File: src/rtl/temperature_alarm_controller_pkg.sv
// Shared types and default parameters for the temperature alarm controller.
package temperature_alarm_controller_pkg;

   // Controller states; the encoding is fixed so external tools can decode it.
   typedef enum logic [1:0] {
      NORMAL  = 2'd0,
      SUSPECT = 2'd1,
      ALARM   = 2'd2,
      RECOVER = 2'd3
   } state_e;

   // Defaults shared by the top level and the bench so both agree.
   localparam int DEF_CONFIRM_COUNT = 3;
   localparam int DEF_CLEAR_COUNT   = 4;
   localparam int DEF_CNT_W         = 4;
   localparam int DEF_EVT_W         = 8;

endpackage

File: src/rtl/temperature_alarm_controller_if.sv
// Sample/acknowledge inputs and alarm status outputs of the controller.
interface temperature_alarm_controller_if
   import temperature_alarm_controller_pkg::*;
   #(parameter int EVT_W = DEF_EVT_W) ();

   logic             sampleValid;
   logic             tempAbnormality;
   logic             alarmAck;
   logic             alarm;
   logic             alarmEvent;
   logic             clearReady;
   logic [EVT_W-1:0] eventCount;

   // Upstream/operator side: drives samples and ack, observes status.
   modport master (
      output sampleValid, tempAbnormality, alarmAck,
      input  alarm, alarmEvent, clearReady, eventCount
   );

   // Controller side.
   modport slave (
      input  sampleValid, tempAbnormality, alarmAck,
      output alarm, alarmEvent, clearReady, eventCount
   );

endinterface

File: src/rtl/temperature_alarm_controller_sat_counter.sv
// Saturating up-counter with synchronous clear; clear has priority over increment.
module sat_counter #(
   parameter int W = 4
) (
   input  logic         clk,
   input  logic         rst,
   input  logic         inc,
   input  logic         clr,
   output logic [W-1:0] cnt
);

   logic [W-1:0] cnt_q, cnt_d;

   // Next count: clear, else increment unless already at all-ones.
   always_comb begin
      cnt_d = cnt_q;
      if (clr)
         cnt_d = '0;
      else if (inc && (cnt_q != '1))
         cnt_d = cnt_q + W'(1);
   end

   // Count register.
   always_ff @(posedge clk or posedge rst) begin
      if (rst)
         cnt_q <= '0;
      else
         cnt_q <= cnt_d;
   end

   assign cnt = cnt_q;

endmodule

File: src/rtl/temperature_alarm_controller.sv
// Debounced, latched temperature alarm with operator-acknowledged release
// and a saturating count of alarm rises.
module temperature_alarm_controller
   import temperature_alarm_controller_pkg::*;
#(
   parameter int CONFIRM_COUNT = DEF_CONFIRM_COUNT,
   parameter int CLEAR_COUNT   = DEF_CLEAR_COUNT,
   parameter int CNT_W         = DEF_CNT_W,
   parameter int EVT_W         = DEF_EVT_W
) (
   input  logic                            clk,
   input  logic                            rst,
   temperature_alarm_controller_if.slave   bus
);

   localparam logic [CNT_W-1:0] CONFIRM_C = CNT_W'(CONFIRM_COUNT);
   localparam logic [CNT_W-1:0] CLEAR_C   = CNT_W'(CLEAR_COUNT);

   state_e           state_q, state_d;
   logic             alarm_q, alarm_d;
   logic             event_q, event_d;
   logic             ready_q, ready_d;
   logic             run_inc, run_clr, raise;
   logic [CNT_W-1:0] run_cnt, run_nxt;
   logic [EVT_W-1:0] event_cnt;
   logic             v_abn, v_norm;

   assign v_abn   = bus.sampleValid &  bus.tempAbnormality;
   assign v_norm  = bus.sampleValid & ~bus.tempAbnormality;
   assign run_nxt = run_cnt + CNT_W'(1);

   // Length of the current abnormal (confirming) or normal (clearing) run.
   sat_counter #(.W(CNT_W)) u_run_cnt (
      .clk (clk),
      .rst (rst),
      .inc (run_inc),
      .clr (run_clr),
      .cnt (run_cnt)
   );

   // Alarm rises since reset; sticks at its maximum.
   sat_counter #(.W(EVT_W)) u_event_cnt (
      .clk (clk),
      .rst (rst),
      .inc (raise),
      .clr (1'b0),
      .cnt (event_cnt)
   );

   // Next state, run-counter control and next values of the registered outputs.
   always_comb begin
      state_d = state_q;
      run_inc = 1'b0;
      run_clr = 1'b0;
      raise   = 1'b0;
      unique case (state_q)
         NORMAL: begin
            // run counter is always 0 here, so an increment yields 1
            if (v_abn) begin
               if (CONFIRM_COUNT == 1) begin
                  state_d = ALARM;
                  raise   = 1'b1;
                  run_clr = 1'b1;
               end else begin
                  state_d = SUSPECT;
                  run_inc = 1'b1;
               end
            end
         end
         SUSPECT: begin
            if (v_abn) begin
               if (run_nxt == CONFIRM_C) begin
                  state_d = ALARM;
                  raise   = 1'b1;
                  run_clr = 1'b1;
               end else begin
                  run_inc = 1'b1;
               end
            end else if (v_norm) begin
               state_d = NORMAL;
               run_clr = 1'b1;
            end
         end
         ALARM: begin
            // ack is deliberately ignored until the condition has cleared
            if (v_norm) begin
               if (run_nxt == CLEAR_C) begin
                  state_d = RECOVER;
                  run_clr = 1'b1;
               end else begin
                  run_inc = 1'b1;
               end
            end else if (v_abn) begin
               run_clr = 1'b1;
            end
         end
         RECOVER: begin
            // abnormality beats a simultaneous ack; re-entry is not a new event
            if (v_abn) begin
               state_d = ALARM;
               run_clr = 1'b1;
            end else if (bus.alarmAck) begin
               state_d = NORMAL;
            end
         end
         default: state_d = NORMAL;
      endcase
      alarm_d = (state_d == ALARM) || (state_d == RECOVER);
      ready_d = (state_d == RECOVER);
      event_d = raise;
   end

   // State and output registers.
   always_ff @(posedge clk or posedge rst) begin
      if (rst) begin
         state_q <= NORMAL;
         alarm_q <= 1'b0;
         event_q <= 1'b0;
         ready_q <= 1'b0;
      end else begin
         state_q <= state_d;
         alarm_q <= alarm_d;
         event_q <= event_d;
         ready_q <= ready_d;
      end
   end

   assign bus.alarm      = alarm_q;
   assign bus.alarmEvent = event_q;
   assign bus.clearReady = ready_q;
   assign bus.eventCount = event_cnt;

endmodule

File: src/flat_wrapper.sv
// flat-port wrapper written by rule: the top's interface ports become plain ports
module temperature_alarm_controller_flat import temperature_alarm_controller_pkg::*;
#(
   parameter int CONFIRM_COUNT = DEF_CONFIRM_COUNT,
   parameter int CLEAR_COUNT   = DEF_CLEAR_COUNT,
   parameter int CNT_W         = DEF_CNT_W,
   parameter int EVT_W         = DEF_EVT_W
)
  (clk, rst, bus_sampleValid, bus_tempAbnormality, bus_alarmAck, bus_alarm, bus_alarmEvent, bus_clearReady, bus_eventCount);
  temperature_alarm_controller_if #(.EVT_W(EVT_W)) bus_i ();
  input  logic clk;
  input  logic rst;
  input wire logic [$bits(bus_i.sampleValid)-1:0] bus_sampleValid;
  input wire logic [$bits(bus_i.tempAbnormality)-1:0] bus_tempAbnormality;
  input wire logic [$bits(bus_i.alarmAck)-1:0] bus_alarmAck;
  output wire logic [$bits(bus_i.alarm)-1:0] bus_alarm;
  output wire logic [$bits(bus_i.alarmEvent)-1:0] bus_alarmEvent;
  output wire logic [$bits(bus_i.clearReady)-1:0] bus_clearReady;
  output wire logic [$bits(bus_i.eventCount)-1:0] bus_eventCount;
  assign bus_i.sampleValid = bus_sampleValid;
  assign bus_i.tempAbnormality = bus_tempAbnormality;
  assign bus_i.alarmAck = bus_alarmAck;
  assign bus_alarm = bus_i.alarm;
  assign bus_alarmEvent = bus_i.alarmEvent;
  assign bus_clearReady = bus_i.clearReady;
  assign bus_eventCount = bus_i.eventCount;
  temperature_alarm_controller #(.CONFIRM_COUNT(CONFIRM_COUNT), .CLEAR_COUNT(CLEAR_COUNT), .CNT_W(CNT_W), .EVT_W(EVT_W)) u_core (.clk(clk), .rst(rst), .bus(bus_i));
endmodule
File: config.mk
export PLATFORM = sky130hd
export DESIGN_NAME = temperature_alarm_controller_flat
export DESIGN_NICKNAME = d
export VERILOG_FILES = /design/src/rtl/temperature_alarm_controller_pkg.sv /design/src/rtl/temperature_alarm_controller_if.sv /design/src/rtl/temperature_alarm_controller_sat_counter.sv /design/src/rtl/temperature_alarm_controller.sv /design/src/flat_wrapper.sv
export SDC_FILE = /design/constraint.sdc
export NUM_CORES = 1
export LEC_CHECK = 0
export BUFFER_PORTS_ARGS = -buffer_cell sky130_fd_sc_hd__buf_4
export CORE_MARGIN = 10
export CORE_UTILIZATION = 50
export CTS_CLUSTER_DIAMETER = 200
export CTS_CLUSTER_SIZE = 8
export DETAILED_ROUTE_END_ITERATION = 6
export GPL_ROUTABILITY_DRIVEN = 0
export PLACE_DENSITY = 0.77
export SLEW_MARGIN = 20
export SYNTH_ARGS = -nofsm -noshare
export SYNTH_HDL_FRONTEND = slang
export SYNTH_SLANG_ARGS = --single-unit
File: constraint.sdc
create_clock -name clk -period 5.2 [get_ports clk]
set_input_delay 0.26 -clock clk [delete_from_list [all_inputs] [get_ports clk]]
set_output_delay 0.26 -clock clk [all_outputs]
set_load 0.01 [all_outputs]
* Yosys cells after proc, flatten, opt, wreduce, memory -nomap -nowiden
Index checks and enable logic that the tools add are counted.
Word-level totals: logic and storage cells 50, bits of input ports 5, register bits 17, output and inout port bits 11
Cells by class: reduce and logical (&&, ||, !) cells 5, equality and inequality tests 9, mux-type cells 25, bitwise logic cells 3, $add $sub $neg 2
Operators with widths (count):
- $mux W2 | 8
- $mux W1 | 12
- $add A8 B1 Y8 const B | 1
- $eq A2 B2 Y1 const B | 4
- $mux W4 | 2
- $ne A8 B8 Y1 const B | 1
- $pmux W2 S4 | 1
- $pmux W1 S3 | 2
- $add A4 B1 Y4 const B | 1
- $eq A4 B2 Y1 const B | 1
- $eq A4 B3 Y1 const B | 1
- $ne A4 B4 Y1 const B | 1
- $and A1 B1 Y1 | 2
- $eq A2 B1 Y1 const B | 1
- $logic_and A1 B1 Y1 | 2
- $logic_not A2 Y1 | 1
- $reduce_bool A2 Y1 | 1
- $logic_or A1 B1 Y1 | 1
- $not A1 Y1 | 1

* Logic depth before layout (Yosys ltp)
Gate-level depths: netlist (run 1).
depth after elaboration 8, depth in mapped cells 8, depth with buffers taken out 7

* By module
A second synthesis (run 1) with hierarchy kept.
Unflattened totals: cell total of the unflattened synthesis 108, area total of the unflattened synthesis 1071.0 µm²
By module, submodules not included:
- sat_counter (u_core.u_event_cnt) | cells an instance 49, instances 1, sequential area each 200.2 µm², area each 504.2 µm²
- temperature_alarm_controller | cells an instance 38, instances 1, sequential area each 125.1 µm², area each 336.6 µm²
- sat_counter (u_core.u_run_cnt) | cells an instance 21, instances 1, sequential area each 100.1 µm², area each 230.2 µm²

* Least setup slack after synthesis (run 1)
Ideal clock, no wire load.
path type register to register, start point reg u_core.u_run_cnt.cnt_q[0] (netlist: u_core.u_run_cnt.cnt[0]), end point reg u_core.u_event_cnt.cnt_q[1] (netlist: u_core.u_event_cnt.cnt[1]), path buffers 1, stages on the path, launching flop included 9, path slack 3234 ps, period minus slack after synthesis 1966 ps, arrival time 1839 ps, setup time 127 ps, data required time 5073 ps, cell sequence dfrtp_1 > buf_2 > inv_1 > ha_1 > and2_1 > nand3_1 > o22ai_4 > and2b_4 > mux2_1
Between the ends: longest elaborated chain between the ends 6
Ends and longest elaborated chain:
- start: declaration | RTL line temperature_alarm_controller_sat_counter.sv:12 | logic [W-1:0] cnt_q, cnt_d;
- start signal: assignment | RTL line temperature_alarm_controller_sat_counter.sv:28 | cnt_q <= cnt_d;
- $add A4 B1 Y4 | RTL line temperature_alarm_controller.sv:30 | assign run_nxt = run_cnt + CNT_W'(1);
- $eq A4 B2 Y1 | RTL line temperature_alarm_controller.sv:72 | if (run_nxt == CONFIRM_C) begin
- $mux W1 | RTL line temperature_alarm_controller.sv:72
- $mux W1 | RTL line temperature_alarm_controller.sv:71 | if (v_abn) begin
- $mux W1 | RTL line temperature_alarm_controller.sv:56 | unique case (state_q)
- via u_core.event_d | RTL line temperature_alarm_controller.sv:21 | logic event_q, event_d;
- $logic_and A1 B1 Y1 | RTL line temperature_alarm_controller_sat_counter.sv:19 | else if (inc && (cnt_q != '1))
- end signal: assignment | RTL line temperature_alarm_controller_sat_counter.sv:28
- end: declaration | RTL line temperature_alarm_controller_sat_counter.sv:12
The timed path passes the listed nets, and every way through them passes these cells. A chain may end at the register's enable or synchronous reset.

* Final worst setup path (run 1)
Same ends and word-level chain as after synthesis.

==> results of run 1 <==
-- metal layers --
layer	part of all wire	up-vias	GRT usage
met2	0.46	30	0.182
li1	-	493	-
met5	0	-	0
met3	0.062	4	0.0209
met1	0.46	489	0.156
met4	0.012	0	0.0377
-- path summary, 6_finish.rpt --
path / startpoint / endpoint / slack [ps]
setup reg to reg: u_core.u_run_cnt.cnt[0] / u_core.u_event_cnt.cnt[1] / 2840
min in group clk: bus_alarmAck / u_core.state_q[1] / 160
setup / recovery: u_core.u_run_cnt.cnt[0] / u_core.u_event_cnt.cnt[1] / 2840
hold reg to reg: u_core.u_event_cnt.cnt[0] / u_core.u_event_cnt.cnt[0] / 530
hold / removal: rst / u_core.u_event_cnt.cnt[7] / 40
max in group asynchronous: rst / u_core.u_run_cnt.cnt[2] / 4770
-- synthesized netlist by cell type (all sizes together) --
cell    count
dfrtp      17
a311oi      1
nand4       3
and4bb      1
o211ai      1
a31oi       7
buf         6
a21oi       8
and3b       1
o41ai       1
a21boi      1
mux2        3
and4        1
xnor2       1
nor2        9
nor4        1
and3        4
and2b       1
mux2i       1
ha          3
and2        3
nor4b       1
clkbuf      2
o31ai       1
o311a       1
o41a        1
a41oi       1
nand2b      3
a22oi       2
or4         1
inv         6
nor3b       1
nand3b      1
a211o       1
nor3        2
o21ai       4
a21o        2
nand3       5
xor2        2
a221oi      1
o22ai       3
or3b        1
nand2      10
-- worst reg2reg max path, stage by stage, from the launching register on --
cell and delay [ps]:
dfrtp_1 570, ha_1 420, and3_4 290, nand3_4 110, o22ai_4 310, and2b_4 230, mux2_1 320
-- flip-flops by register name (all words and copies together) (netlist names) --
name / flops
u_core.bus.alarmEvent: 1
u_core.u_run_cnt.cnt: 4
u_core.state_q: 2
u_core.u_event_cnt.cnt: 8
u_core.bus.clearReady: 1
u_core.bus.alarm: 1
-- layout make-up --
| class | count | area [µm²] | share of cell area |
|---|---|---|---|
| Multi-Input combinational cell | 95 | 673 | 0.519 |
| Sequential cell | 17 | 425 | 0.328 |
| Timing Repair Buffer | 15 | 113 | 0.0869 |
| Tap cell | 28 | 35.0 | 0.0270 |
| Clock buffer | 3 | 22.5 | 0.0174 |
| Inverter | 6 | 22.5 | 0.0174 |
| Clock inverter | 1 | 5.00 | 0.00386 |
-- metrics by stage --
| stage | total power (µW) | hold WS, ps |
|---|---|---|
| 2_1_floorplan | 379 | 186 |
| 3_3_place_gp | 407 | 378 |
| 3_5_place_dp | 411 | 379 |
| 4_1_cts | 486 | 60.4 |
| 5_1_grt | 525 | 76.6 |
| 6_report | 487 | 36.4 |
-- layout by cell type, fill, tap and decap left out, types with 3 or more instances in the layout --
cell	instances
nand2b_1	3
buf_4	15
and3_1	3
o21ai_0	4
clkbuf_4	3
nand2_1	10
inv_1	6
dfrtp_1	17
a21oi_1	6
nand4_1	3
ha_1	3
a31oi_1	7
nor2_1	9
nand3_1	4
-- cells by family after synthesis --
| kind of cell | share of synthesized area |
|---|---|
| compound gates | 0.229 |
| xor+xnor | 0.0223 |
| fa+ha+maj | 0.0319 |
| buf+inv | 0.0679 |
| flops | 0.361 |
| mux | 0.0372 |
| simple gates | 0.251 |
-- power by group --
group | internal (µW) | switching, µW | total, µW | leakage, µW
Sequential | 159 | 58.1 | 217 | 0.000229
Combinational | 89.2 | 107 | 196 | 0.000324
Clock | 28.6 | 44.9 | 73.6 | 0.0000177
==> results.yml, run 1 <==
floorplan:
  die_x_um: 68.6
  rows: 17
  dieHeight_um: 68.6
  initial_utilization: 0.528
  core_area_um2: 2230
  dieArea_um2: 4700
  ioPinCount: 16
critical_path:
  critPathKind: "reg -> reg"
  cp_slowest_stage_delay_ps: 570
  cp-start-kind: "flop"
  cp_top_family: "simple AND/OR/NAND/NOR gates"
  slowest_stage: "dfrtp_1"
  cp_num_buf_inv: 0
  required_ps: 5390
  path_cells: "ha_1 > and3_4 > nand3_4 > o22ai_4 > and2b_4 > mux2_1"
  end_kind: "flop"
  worstPathArrival_ps: 2550
  cp.depth: 6
  crit_fanout: 10
  ff2ff_path_depth: 6
detailed_routing:
  via_count: 1016
  vias_per_cell: 6.16
  drc_errors: 0
  totalWireLength_um: 2490
  routedWlPerCell_um: 15.1
  drt-initial-drc-count: 53
  first_pass_iters: 4
  antenna_left: 0
power:
  p_leak_uw: 0.000571
  power.density_nw_per_um2: 375
  vdd_drop_max_mv: 0.218
clock_network:
  clkTransAtPathRegs_ps: 110
  postCtsResizedCells: 0
  cts_root_buf: "clkbuf_4"
  ctsHoldBuffers: 0
  cts_max_level: 1
  cts_sinks: 17
  cts_buffers: 3
  cts_setup_buffers: 0
  cts_tree: "done"
  insertion_delay_ps: 290
  clk_path_buf_depth: 2
layout:
  drive_gt1_frac: 0.219
  stdcell_area_um2: 1300
  fillers: 199
  stdcell_count: 165
  nets: 146
  diodes: 0
  syn_to_final_growth_pct: 9.98
  fin_util: 0.580
placement:
  hpwl_um: 1850
  placed_area_um2: 1270
  pre_cts_ws_ps: 2920
  placedCellCount: 161
  port_buffers: 15
timing:
  tightest_slew_ps: 625
  rsz0062_at_grt: "no"
  fin_crit_sh: 0.454
  slew_headroom: 0.583
  fmax_mhz: 423
  final.setup_skew_ps: 0.521
  hold_viol_final: 0
  maxSlewViolCount: 0
  finalSetupViolations: 0
  min_period_ps: 2360
  fin_ws_ps: 2840
  setup_tns_ps: 0
synthesis:
  synth_area_um2: 1180
  synthCells: 126
  synth-seq-cells: 17
  seq_area_frac_synth: 0.361
  syn_area_per_cell_um2: 9.35
  netlist.area_leader.share: 0.361
  synth_area_leaders: "dfrtp_1 (36%), a31oi_1 (3.7%), ha_1 (3.2%)"
  synth_fp_nets: 134
  synth_warnings: 0
  ys_types: 53
  synth_top_cell_by_area: "dfrtp_1"
global_routing:
  antenna_found_initial: 0
  track_usage: 0.116
  grt_pass1_wl_um: 4370
  grt-ovfl-total: 0
  grt_pass1_vias: 958
  grt_max_degree: 18
outcome:
  status: "finished, final reports clean"
flow_run:
  drv_cap: 0
worst_hold_path:
  min_path_type: "in -> async"
(Power assumes the default switching activity.)
==> run 2: changes to the inputs <==
--- a/config.mk
+++ b/config.mk
@@ -12,7 +12,7 @@
 export CTS_CLUSTER_SIZE = 8
 export DETAILED_ROUTE_END_ITERATION = 6
 export GPL_ROUTABILITY_DRIVEN = 0
-export PLACE_DENSITY = 0.77
+export PLACE_DENSITY = 0.8
 export SLEW_MARGIN = 20
 export SYNTH_ARGS = -nofsm -noshare
 export SYNTH_HDL_FRONTEND = slang
==> constraint.sdc (replaced) <==
create_clock -name clk -period 2.1 [get_ports clk]
set_input_delay 0.105 -clock clk [delete_from_list [all_inputs] [get_ports clk]]
set_output_delay 0.105 -clock clk [all_outputs]
set_load 0.01 [all_outputs]
==> run 2 against run 1 <==
- sequential cell count did not move
- wire length rose by 5.0%
- via count rose by 3.5%
- power rose to 2.7 times the previous value
- die area did not move
==> results.yml, run 2 (synthesized netlist as in run 1, its figures left out) <==
power:
  power.density_nw_per_um2: 938
  switching_share: 0.413
  vdd_drop_max_mv: 0.740
  p_leak_uw: 0.000621
  p_comb_frac: 0.491
  power.switching_uw: 534
  power.internal_uw: 757
  clkPwrFrac: 0.134
  seqPwrFrac: 0.375
timing:
  fin_crit_sh: 0.920
  tightest_slew_ps: 644
  min_period_ps: 1930
  whs_ps: 172
  setup_tns_ps: 0
  hold_viol_final: 0
  final.setup_skew_ps: 11.9
  fin_ws_ps: 168
  rsz0062_at_grt: "no"
  slew_headroom: 0.570
  finalSetupViolations: 0
  fmax_mhz: 518
  maxSlewViolCount: 0
flow_run:
  drv_cap: 0
layout:
  syn_to_final_growth_pct: 16.8
  layout_common_cells: "buf_4 (23), dfrtp_1 (17), nand2_1 (10), nor2_1 (9), a31oi_1 (7)"
  final_common_cell: "buf_4"
  fin_util: 0.616
  nets: 156
  drive_gt1_frac: 0.259
  diodes: 0
  largest_register_ffs: 8
critical_path:
  critPathKind: "reg -> reg"
  reg2reg_from: "u_core.u_run_cnt.cnt[1]"
  crit_fanout: 5
  ff2ff_path_depth: 6
  cp-start-kind: "flop"
  worstPathArrival_ps: 2100
  rrSetupSlack_ps: 170
  required_ps: 2270
  end_kind: "flop"
  reg2reg_to: "u_core.u_event_cnt.cnt[1]"
placement:
  port_buffers: 15
  hpwl_um: 2040
  pre_cts_ws_ps: 193
floorplan:
  initial_utilization: 0.528
  dieArea_um2: 4700
  core_area_um2: 2230
  rows: 17
  ioPinCount: 16
  dieHeight_um: 68.6
  die_x_um: 68.6
clock_network:
  cts_sinks: 17
  clk_path_buf_depth: 2
  cts_root_buf: "clkbuf_4"
  postCtsResizedCells: 0
  cts_buffers: 3
  clkTransAtPathRegs_ps: 100
  insertion_delay_ps: 290
  cts_tree: "done"
  cts_max_level: 1
global_routing:
  grt_pass1_vias: 967
  antenna_found_initial: 0
  grt_max_degree: 18
  grt_pass1_wl_um: 4400
  grt-ovfl-total: 0
  track_usage: 0.119
detailed_routing:
  vias_per_cell: 6.01
  first_pass_iters: 4
  drc_errors: 0
  drt-initial-drc-count: 80
  antenna_left: 0
  routedWlPerCell_um: 15.0
  totalWireLength_um: 2620
  via_count: 1052
worst_hold_path:
  holdPathEnd: "u_core.bus.clearReady"
  min_path_type: "in -> reg"
  min_from: "bus_sampleValid"
  hold_depth: 3
outcome:
  status: "finished, final reports clean"
==> run 2: worst max-delay path by stage <==
stage / startpoint / endpoint / slack, ps / cells after the start
6_report: u_core.u_run_cnt.cnt[1] / u_core.u_event_cnt.cnt[1] / 170 / 6
2_1_floorplan: u_core.u_run_cnt.cnt[0] / u_core.u_event_cnt.cnt[1] / 130 / 8
3_5_place_dp: u_core.u_run_cnt.cnt[1] / u_core.u_event_cnt.cnt[1] / 190 / 6
3_3_place_gp: u_core.u_run_cnt.cnt[0] / u_core.u_event_cnt.cnt[1] / 280 / 7
5_1_grt: u_core.u_run_cnt.cnt[0] / u_core.u_event_cnt.cnt[1] / 30 / 7
4_1_cts: u_core.u_run_cnt.cnt[1] / u_core.u_event_cnt.cnt[1] / 170 / 6
==> run 2: metal layers <==
metal / routed length [µm] / track usage / share of wire
met1: 1040 / 0.138 / 0.40
met2: 1340 / 0.206 / 0.51
met3: 235 / 0.0419 / 0.090
met4: 0 / 0.0251 / 0
met5: 0 / 0 / 0
==> run 2: repair_timing <==
item / 4_1_cts / 5_1_grt
setup buffers: 0 / 0
hold buffers: 1 / 1
endpoints found under the setup margin: 0 / 0
endpoints found under the hold margin: 17 / 1
==> run 2: metrics by stage <==
| step | std cells | cell area (µm²) | power (µW) |
|---|---|---|---|
| 6_report | 175 | 1380 | 1290 |
| 5_1_grt | 175 | 1380 | 1390 |
| 4_1_cts | 174 | 1370 | 1290 |
| 3_5_place_dp | 169 | 1330 | 1110 |
| 3_3_place_gp | 169 | 1330 | 1100 |
| 2_1_floorplan | 126 | 1180 | 938 |
==> run 2: cell type report <==
| type | count | area [µm²] |
|---|---|---|
| fillers | 185 | 857 |
| multi-input cells | 95 | 673 |
| flip-flops and latches | 17 | 425 |
| repair buffers | 25 | 193 |
| well taps | 28 | 35.0 |
| clock buffers | 3 | 22.5 |
| inverters | 6 | 22.5 |
| clock inverters | 1 | 5.00 |
==> run 2: critical path: stages, from the launching register on <==
cell     delay, ps
dfrtp_1        430
ha_1           260
and3_4         250
nand3_4        120
o22ai_4        220
and2b_4        210
mux2_1         310
==> run 2: power by group through the flow <==
stage / combinational [µW] / sequential [µW] / clock, µW
final: 634 / 483 / 173
after global routing: 695 / 497 / 200
after CTS: 628 / 484 / 179
after detailed placement: 624 / 490 / 0
after global placement: 620 / 484 / 0
after floorplan: 480 / 458 / 0
